**config.mk**
```make
export PLATFORM = sky130hd
export DESIGN_NAME = debounce_qual4
export DESIGN_NICKNAME = d
export VERILOG_FILES = /design/src/rtl/debounce_pkg.sv /design/src/rtl/debounce_bit.sv /design/src/rtl/debounce_qual4.sv
export SDC_FILE = /design/constraint.sdc
export NUM_CORES = 1
export LEC_CHECK = 0
export CAP_MARGIN = 0
export CORE_ASPECT_RATIO = 0.7
export CORE_MARGIN = 2
export CORE_UTILIZATION = 35
export DETAILED_ROUTE_END_ITERATION = 16
export PLACE_DENSITY_LB_ADDON = 0.08
export SLEW_MARGIN = 20
export SYNTH_ARGS = -nofsm -noshare
export SYNTH_HDL_FRONTEND = slang
export SYNTH_HIERARCHICAL = 1
export SYNTH_SLANG_ARGS = --single-unit
export TNS_END_PERCENT = 1
```
**constraint.sdc**
```tcl
create_clock -name clk -period 1.3 [get_ports clk]
set_input_delay 0.13 -clock clk [delete_from_list [all_inputs] [get_ports clk]]
set_output_delay 0.13 -clock clk [all_outputs]
set_load 0.01 [all_outputs]
```
**src/rtl/debounce_pkg.sv**
```systemverilog
// Shared constants and helpers for the four-input debounce/qualification slice.
package debounce_pkg;

  localparam int NUM_IN = 4;
  localparam int B_IDX  = 0;
  localparam int C_IDX  = 1;
  localparam int D_IDX  = 2;
  localparam int E_IDX  = 3;

  // Counter width for a given debounce length; never narrower than one bit.
  function automatic int cnt_width(input int cycles);
    int w;
    w = $clog2(cycles) + 1;
    return (w < 1) ? 1 : w;
  endfunction

endpackage

```
**src/rtl/debounce_bit.sv**
```systemverilog
// One qualified line: 2-flop synchronizer, stability counter and qualified flop.
// flip_o / glitch_o are combinational flags describing what the coming edge does.
module debounce_bit
  import debounce_pkg::*;
#(
  parameter int   DEBOUNCE_CYCLES = 4,
  parameter logic RST_VAL         = 1'b0
) (
  input  logic clk,
  input  logic rst_n,
  input  logic en,
  input  logic raw_i,
  output logic q_o,
  output logic flip_o,
  output logic glitch_o
);

  localparam int            CW      = cnt_width(DEBOUNCE_CYCLES);
  localparam logic [CW-1:0] CNT_MAX = CW'(DEBOUNCE_CYCLES - 1);

  logic          s1_q, s2_q;
  logic          qual_q, qual_d;
  logic [CW-1:0] cnt_q, cnt_d;

  always_comb begin
    qual_d   = qual_q;
    cnt_d    = cnt_q;
    flip_o   = 1'b0;
    glitch_o = 1'b0;
    if (en) begin
      if (s2_q != qual_q) begin
        if (cnt_q == CNT_MAX) begin
          qual_d = s2_q;
          cnt_d  = '0;
          flip_o = 1'b1;
        end else begin
          cnt_d = cnt_q + CW'(1);
        end
      end else begin
        // Level returned before the count completed: the excursion was a glitch.
        cnt_d    = '0;
        glitch_o = (cnt_q != '0);
      end
    end
  end

  always_ff @(posedge clk or negedge rst_n) begin
    if (!rst_n) begin
      s1_q   <= RST_VAL;
      s2_q   <= RST_VAL;
      qual_q <= RST_VAL;
      cnt_q  <= '0;
    end else begin
      s1_q   <= raw_i;
      s2_q   <= s1_q;
      qual_q <= qual_d;
      cnt_q  <= cnt_d;
    end
  end

  assign q_o = qual_q;

endmodule

```
**src/rtl/debounce_qual4.sv**
```systemverilog
// Four-line input qualifier feeding b/c/d/e of the reduction block, with update strobe.
// Optional rejected-glitch counter enabled by defining DEBOUNCE_GLITCH_CNT_EN.
module debounce_qual4
  import debounce_pkg::*;
#(
  parameter int                DEBOUNCE_CYCLES = 4,
  parameter logic [NUM_IN-1:0] RST_VAL         = 4'b0000,
  parameter int                GLITCH_W        = 8
) (
  input  logic              clk,
  input  logic              rst_n,
  input  logic              en,
  input  logic [NUM_IN-1:0] raw_i,
  output logic              b,
  output logic              c,
  output logic              d,
  output logic              e,
  output logic              upd
`ifdef DEBOUNCE_GLITCH_CNT_EN
  ,
  output logic [GLITCH_W-1:0] glitch_cnt
`endif
);

  logic [NUM_IN-1:0] qual;
  logic [NUM_IN-1:0] flip;
  logic [NUM_IN-1:0] glitch;
  logic              upd_q, upd_d;

  generate
    for (genvar gi = 0; gi < NUM_IN; gi++) begin : g_bit
      debounce_bit #(
        .DEBOUNCE_CYCLES(DEBOUNCE_CYCLES),
        .RST_VAL        (RST_VAL[gi])
      ) u_bit (
        .clk     (clk),
        .rst_n   (rst_n),
        .en      (en),
        .raw_i   (raw_i[gi]),
        .q_o     (qual[gi]),
        .flip_o  (flip[gi]),
        .glitch_o(glitch[gi])
      );
    end
  endgenerate

  assign b = qual[B_IDX];
  assign c = qual[C_IDX];
  assign d = qual[D_IDX];
  assign e = qual[E_IDX];

  // Registered alongside the qualified flops so the strobe lines up with the new level.
  always_comb begin
    upd_d = |flip;
  end

  always_ff @(posedge clk or negedge rst_n) begin
    if (!rst_n) begin
      upd_q <= 1'b0;
    end else begin
      upd_q <= upd_d;
    end
  end

  assign upd = upd_q;

`ifdef DEBOUNCE_GLITCH_CNT_EN
  localparam int                SW         = ((GLITCH_W > 3) ? GLITCH_W : 3) + 1;
  localparam logic [GLITCH_W-1:0] GLITCH_MAX = {GLITCH_W{1'b1}};

  logic [GLITCH_W-1:0] glitch_cnt_q, glitch_cnt_d;
  logic [2:0]          glitch_sum;
  logic [SW-1:0]       glitch_total;

  // Sum is formed one bit wider than either operand so saturation sees the true total.
  always_comb begin
    glitch_sum = 3'd0;
    for (int i = 0; i < NUM_IN; i++) begin
      glitch_sum = glitch_sum + {2'b00, glitch[i]};
    end
    glitch_total = SW'(glitch_cnt_q) + SW'(glitch_sum);
    if (glitch_total > SW'(GLITCH_MAX)) begin
      glitch_cnt_d = GLITCH_MAX;
    end else begin
      glitch_cnt_d = glitch_total[GLITCH_W-1:0];
    end
  end

  always_ff @(posedge clk or negedge rst_n) begin
    if (!rst_n) begin
      glitch_cnt_q <= '0;
    end else begin
      glitch_cnt_q <= glitch_cnt_d;
    end
  end

  assign glitch_cnt = glitch_cnt_q;
`else
  localparam int unused_glitch_w = GLITCH_W;
  logic unused_glitch;
  assign unused_glitch = ^glitch;
`endif

endmodule

```
# ---- Yosys cells after proc, flatten, opt, wreduce, memory -nomap -nowiden
# Cells that the tools add are included.
dict set report op_classes {
  addsub 4
  n_mul 0
  div_mod_pow 0
  order_cmp 0
  n_eq_ne 8
  n_shift 0
  n_mux 20
  n_bitwise 0
  n_reduce_logical 5
}
# op n
set ops {}
lappend ops {{2-to-1 mux 3 bit} 8}
lappend ops {{adder 3 x 1 -> 3 bit (second input constant)} 4}
lappend ops {{== test 3 x 2 -> 1 bit (second input constant)} 4}
lappend ops {{2-to-1 mux 1 bit} 12}
lappend ops {{AND reduction 3 bit} 4}
lappend ops {{!= test 1 bit} 4}
lappend ops {{OR reduction 4 bit} 1}
dict set report word_totals {
  register_bits 25
  latchBits 0
  mem_bits_rw 0
  mem_bits_ro 0
  out_inout_bits 5
  wordCells 54
  mem_count 0
}

# ---- Depth between registers and ports, before layout
dict set report depth {
  word_depth 5
  ltp_mapped 4
}

# ---- Hierarchy
# Netlist, hierarchy kept.
# mod instances cells_per_inst area_per_inst_um2 seq_area_each_um2
set modules_own_cells {}
lappend modules_own_cells {debounce_bit 4 25 285.3 150.1}
lappend modules_own_cells {debounce_qual4 1 2 32.5 25.0}

# ---- Worst setup path after synthesis
# OpenSTA, ideal clock, no wires.
dict set report synth_path {
  kind {register to register}
  startpoint {register g_bit[1].u_bit.qual_q}
  endpoint {register upd_q, in the netlist upd}
  setup_ns 0.138
  arrival_ns 1.273
  required_ns 1.162
  slack_ns -0.111
  path_stages_with_launch 4
  n_path_buf 0
  period_less_slack_ns 1.411
  cell_sequence {dfrtp_1 > xnor2_1 > nor2_1 > or4_1}
}
dict set report synth_between {
  elab_chain_cells 4
}
# item line_no
set synth_lines {}
lappend synth_lines {{start, declared} debounce_bit.sv:22} ;# logic qual_q, qual_d;
lappend synth_lines {{start signal, assigned} debounce_bit.sv:56} ;# qual_q <= qual_d;
lappend synth_lines {{!= test 1 bit} debounce_bit.sv:31} ;# if (s2_q != qual_q) begin
lappend synth_lines {{2-to-1 mux 1 bit} debounce_bit.sv:31}
lappend synth_lines {{2-to-1 mux 1 bit} debounce_bit.sv:30} ;# if (en) begin
lappend synth_lines {{via flip[1]} debounce_qual4.sv:26} ;# logic [NUM_IN-1:0] flip;
lappend synth_lines {{OR reduction 4 bit} debounce_qual4.sv:54} ;# upd_d = |flip;
lappend synth_lines {{via upd_d} debounce_qual4.sv:28} ;# logic upd_q, upd_d;
lappend synth_lines {{end signal, assigned} debounce_qual4.sv:61} ;# upd_q <= upd_d;
lappend synth_lines {{end, declared} debounce_qual4.sv:28}
# The timed path passes the listed nets, and every way through them passes these cells.
# A chain may end at the register's enable or synchronous reset.

# ---- Final worst setup path
dict set report layout_path {
  startpoint {register g_bit[3].u_bit.cnt_q[0]}
  endpoint {register upd_q, in the netlist upd}
}
dict set report layout_between {
  elab_chain_cells 5
}
# item line_no
set layout_lines {}
lappend layout_lines {{start, declared} debounce_bit.sv:23} ;# logic [CW-1:0] cnt_q, cnt_d;
lappend layout_lines {{start signal, assigned} debounce_bit.sv:57} ;# cnt_q <= cnt_d;
lappend layout_lines {{== test 3 x 2 -> 1 bit} debounce_bit.sv:32} ;# if (cnt_q == CNT_MAX) begin
lappend layout_lines {{2-to-1 mux 1 bit} debounce_bit.sv:32}
lappend layout_lines {{2-to-1 mux 1 bit} debounce_bit.sv:31}
lappend layout_lines {{2-to-1 mux 1 bit} debounce_bit.sv:30}
lappend layout_lines {{via flip[3]} debounce_qual4.sv:26}
lappend layout_lines {{OR reduction 4 bit} debounce_qual4.sv:54}
lappend layout_lines {{via upd_d} debounce_qual4.sv:28}
# The timed path passes the listed nets, and every way through them passes these cells.

==> metrics.md <==
| Metric | Value |
|---|---|
| RSZ-0062 raised after global routing | `true` |
| Clk buf depth | `2` |
| P per Cell Area | `1980 nW/µm²` |
| Synthesis-to-finish area growth | `36.2%` |
| Final setup vio count | `1` |
| Num rows | `17` |
| Syn. warnings | `6` |
| CTS Sinks | `25` |
| Shortest period the worst path allows | `1360 ps` |
| Net count after synthesis | `between 100 and 150` |
| Antenna Nets Post-Route | `0` |
| Core ar. | `3110 µm²` |
| Slew Viols, Final | `0` |
| Nets | `roughly 150` |
| Die Y | `51.4 µm` |
| Status | `finished with violations` |
| CTS Root Cell | `clkbuf_8` |
| DR iter-0 viols | `19` |
| Hold WC Path Type | `in2async` |
| Final Cell Area | `between 1500 and 2000 µm²` |
| Worst path arrival time | `around 1500 ps` |
| Fillers | `277` |
| Die area | `between 3000 and 4000 µm²` |
| Final worst setup slack | `-58.4 ps` |
| Vias in the first global route | `792` |
| Most frequent cells in the layout | `25 x dfrtp_1, 21 x buf_4, 12 x inv_1, 12 x nand2b_1, 6 x clkdlybuf4s50_1` |
| Max Cap Viol | `0` |
| CTS tree | `yes` |
| Commonest non-fill, non-tap cell in the layout | `dfrtp_1` |
| Avg Inst Size Synth | `between 10 and 15 µm²` |
| Cts bufs inserted | `3` |
| CP Max Fanout | `3` |
| Ratio of cells with drive above 1 in the final layout | `between 20 and 30%` |
| Placed instance area | `roughly 1400 µm²` |
| Final hold vios | `0` |
| Port bufs | `11` |
| Failing checks | `setup timing` |
| Total track usage | `about 12%` |
| H-tree depth | `1` |
| Critical path type | `reg2reg` |
| Peak VDD IR | `about 0.84 mV` |
| Grt total ovfl | `0` |
| Synthesized area | `between 1000 and 1500 µm²` |
| Vias/cell | `between 4 and 5` |
| Die width | `between 70 and 80 µm` |
| CP delay by family, top | `simple AND/OR/NAND/NOR gates` |
| Data required, critical path | `1440 ps` |
| Slew HR | `78.6%` |
| Hpwl dp | `1460 µm` |
| Initial antenna violation count | `0` |
| Worst-Skew Late Latency | `roughly 260 ps` |
| Crit path buffers/inverters | `0` |
| Largest net degree at the start of global routing | `26` |
| Final WL | `2000 µm` |
| Kind of end point of the critical path | `flip-flop` |
| Gpl congestion | `roughly 0.76` |
| Vias | `about 760` |
| Startpoint types | `flip-flop` |
| P_leak | `0.740 nW` |
| DRC viols | `0` |
| Crit path cell chain | `ha_2 -> nand3b_1 -> nor2_1 -> or4_1` |
| Worst stage delay on the critical path | `a little over 500 ps` |
| Clock Pin Slew Worst Setup and Hold Paths | `80 ps` |
| Initial DRT Pass Iterations | `4` |
| # IOs | `12` |
| CP max stage cell | `or4_1` |
| ANT cells | `0` |
| F_max | `roughly 740 MHz` |
| Synth Instances | `94` |
| Avg WL per Cell | `around 12 µm` |
| Worst Max-Slew Pin Slew | `321 ps` |
| Tcrit/Tclk final | `104%` |
| Hold bufs inserted after CTS | `0` |
| Global-route wire length before repair | `about 3500 µm` |
| Total power | `just over 3 mW` |
| Initial Utilization | `a little over a third` |
| Worst Skew | `about 5 ps` |
==> what timing repair did <==
| action | 4_1_cts | 5_1_grt |
|---|---|---|
| buffers inserted | 0 | 3 |
| setup endpoints to repair | 5 | 3 |
| pin swaps | 0 | 3 |
| resized for setup | 4 | 5 |
==> sequential cells by signal, indices dropped and copies added (netlist names) <==
signal	flops
g_bit.u_bit/cnt_q	12
g_bit.u_bit/q_o	4
g_bit.u_bit/s1_q	4
g_bit.u_bit/s2_q	4
upd	1
==> final timing paths <==
| check | start | end | slack (ps) | cells after the start |
|---|---|---|---|---|
| worst min register to register | g_bit[2].u_bit/s1_q$_DFF_PN0_ | g_bit[2].u_bit/s2_q$_DFF_PN0_ | 350 | 0 |
| worst min-delay path | rst_n | g_bit[1].u_bit/s2_q$_DFF_PN0_ | 220 | 2 |
| worst max-delay path | g_bit[3].u_bit/cnt_q[0]$_DFFE_PN0P_ | upd$_DFF_PN0_ | -60 | 4 |
| max in group asynchronous | rst_n | g_bit[3].u_bit/q_o$_DFFE_PN0P_ | 830 | 2 |
| worst max register to register | g_bit[3].u_bit/cnt_q[0]$_DFFE_PN0P_ | upd$_DFF_PN0_ | -60 | 4 |
| min in group clk | raw_i[3] | g_bit[3].u_bit/s1_q$_DFF_PN0_ | 300 | 1 |
==> per-layer routing <==
layer / GRT usage [%] / wire, µm / up-vias
met5: 0 / 0 / -
met4: 3.14 / 0 / 0
met3: 5.33 / 86 / 0
met2: 19.4 / 938 / 15
met1: 16.0 / 977 / 360
li1: - / - / 383
==> power by group <==
part / internal, mW / switching, mW
Combinational: 0.786 / 0.558
Clock: 0.219 / 0.223
Sequential: 1.05 / 0.197
==> per-stage QoR <==
| stage | utilization [%] | setup WS, ps | cells | setup TNS, ps | hold slack, ps |
|---|---|---|---|---|---|
| 2_1_floorplan | - | -39.2 | 94 | -39.2 | -166 |
| 3_3_place_gp | 46.5 | -209 | 162 | -647 | 332 |
| 3_5_place_dp | 46.5 | -256 | 162 | -778 | 337 |
| 4_1_cts | 47.8 | -89.1 | 166 | -89.1 | 228 |
| 5_1_grt | 49.3 | -113 | 169 | -179 | 240 |
| 6_report | 49.3 | -58.4 | 169 | -58.4 | 221 |
==> layout make-up <==
| class | instances | area [µm²] | share of cell area, % |
|---|---|---|---|
| inverters | 12 | 45.0 | 2.94 |
| repair buffers | 33 | 277 | 18.1 |
| well taps | 38 | 47.5 | 3.11 |
| multi-input cells | 57 | 490 | 32.1 |
| clock buffers | 4 | 45.0 | 2.94 |
| flip-flops and latches | 25 | 626 | 40.9 |
Note: power is estimated with default switching activity, not from simulation.
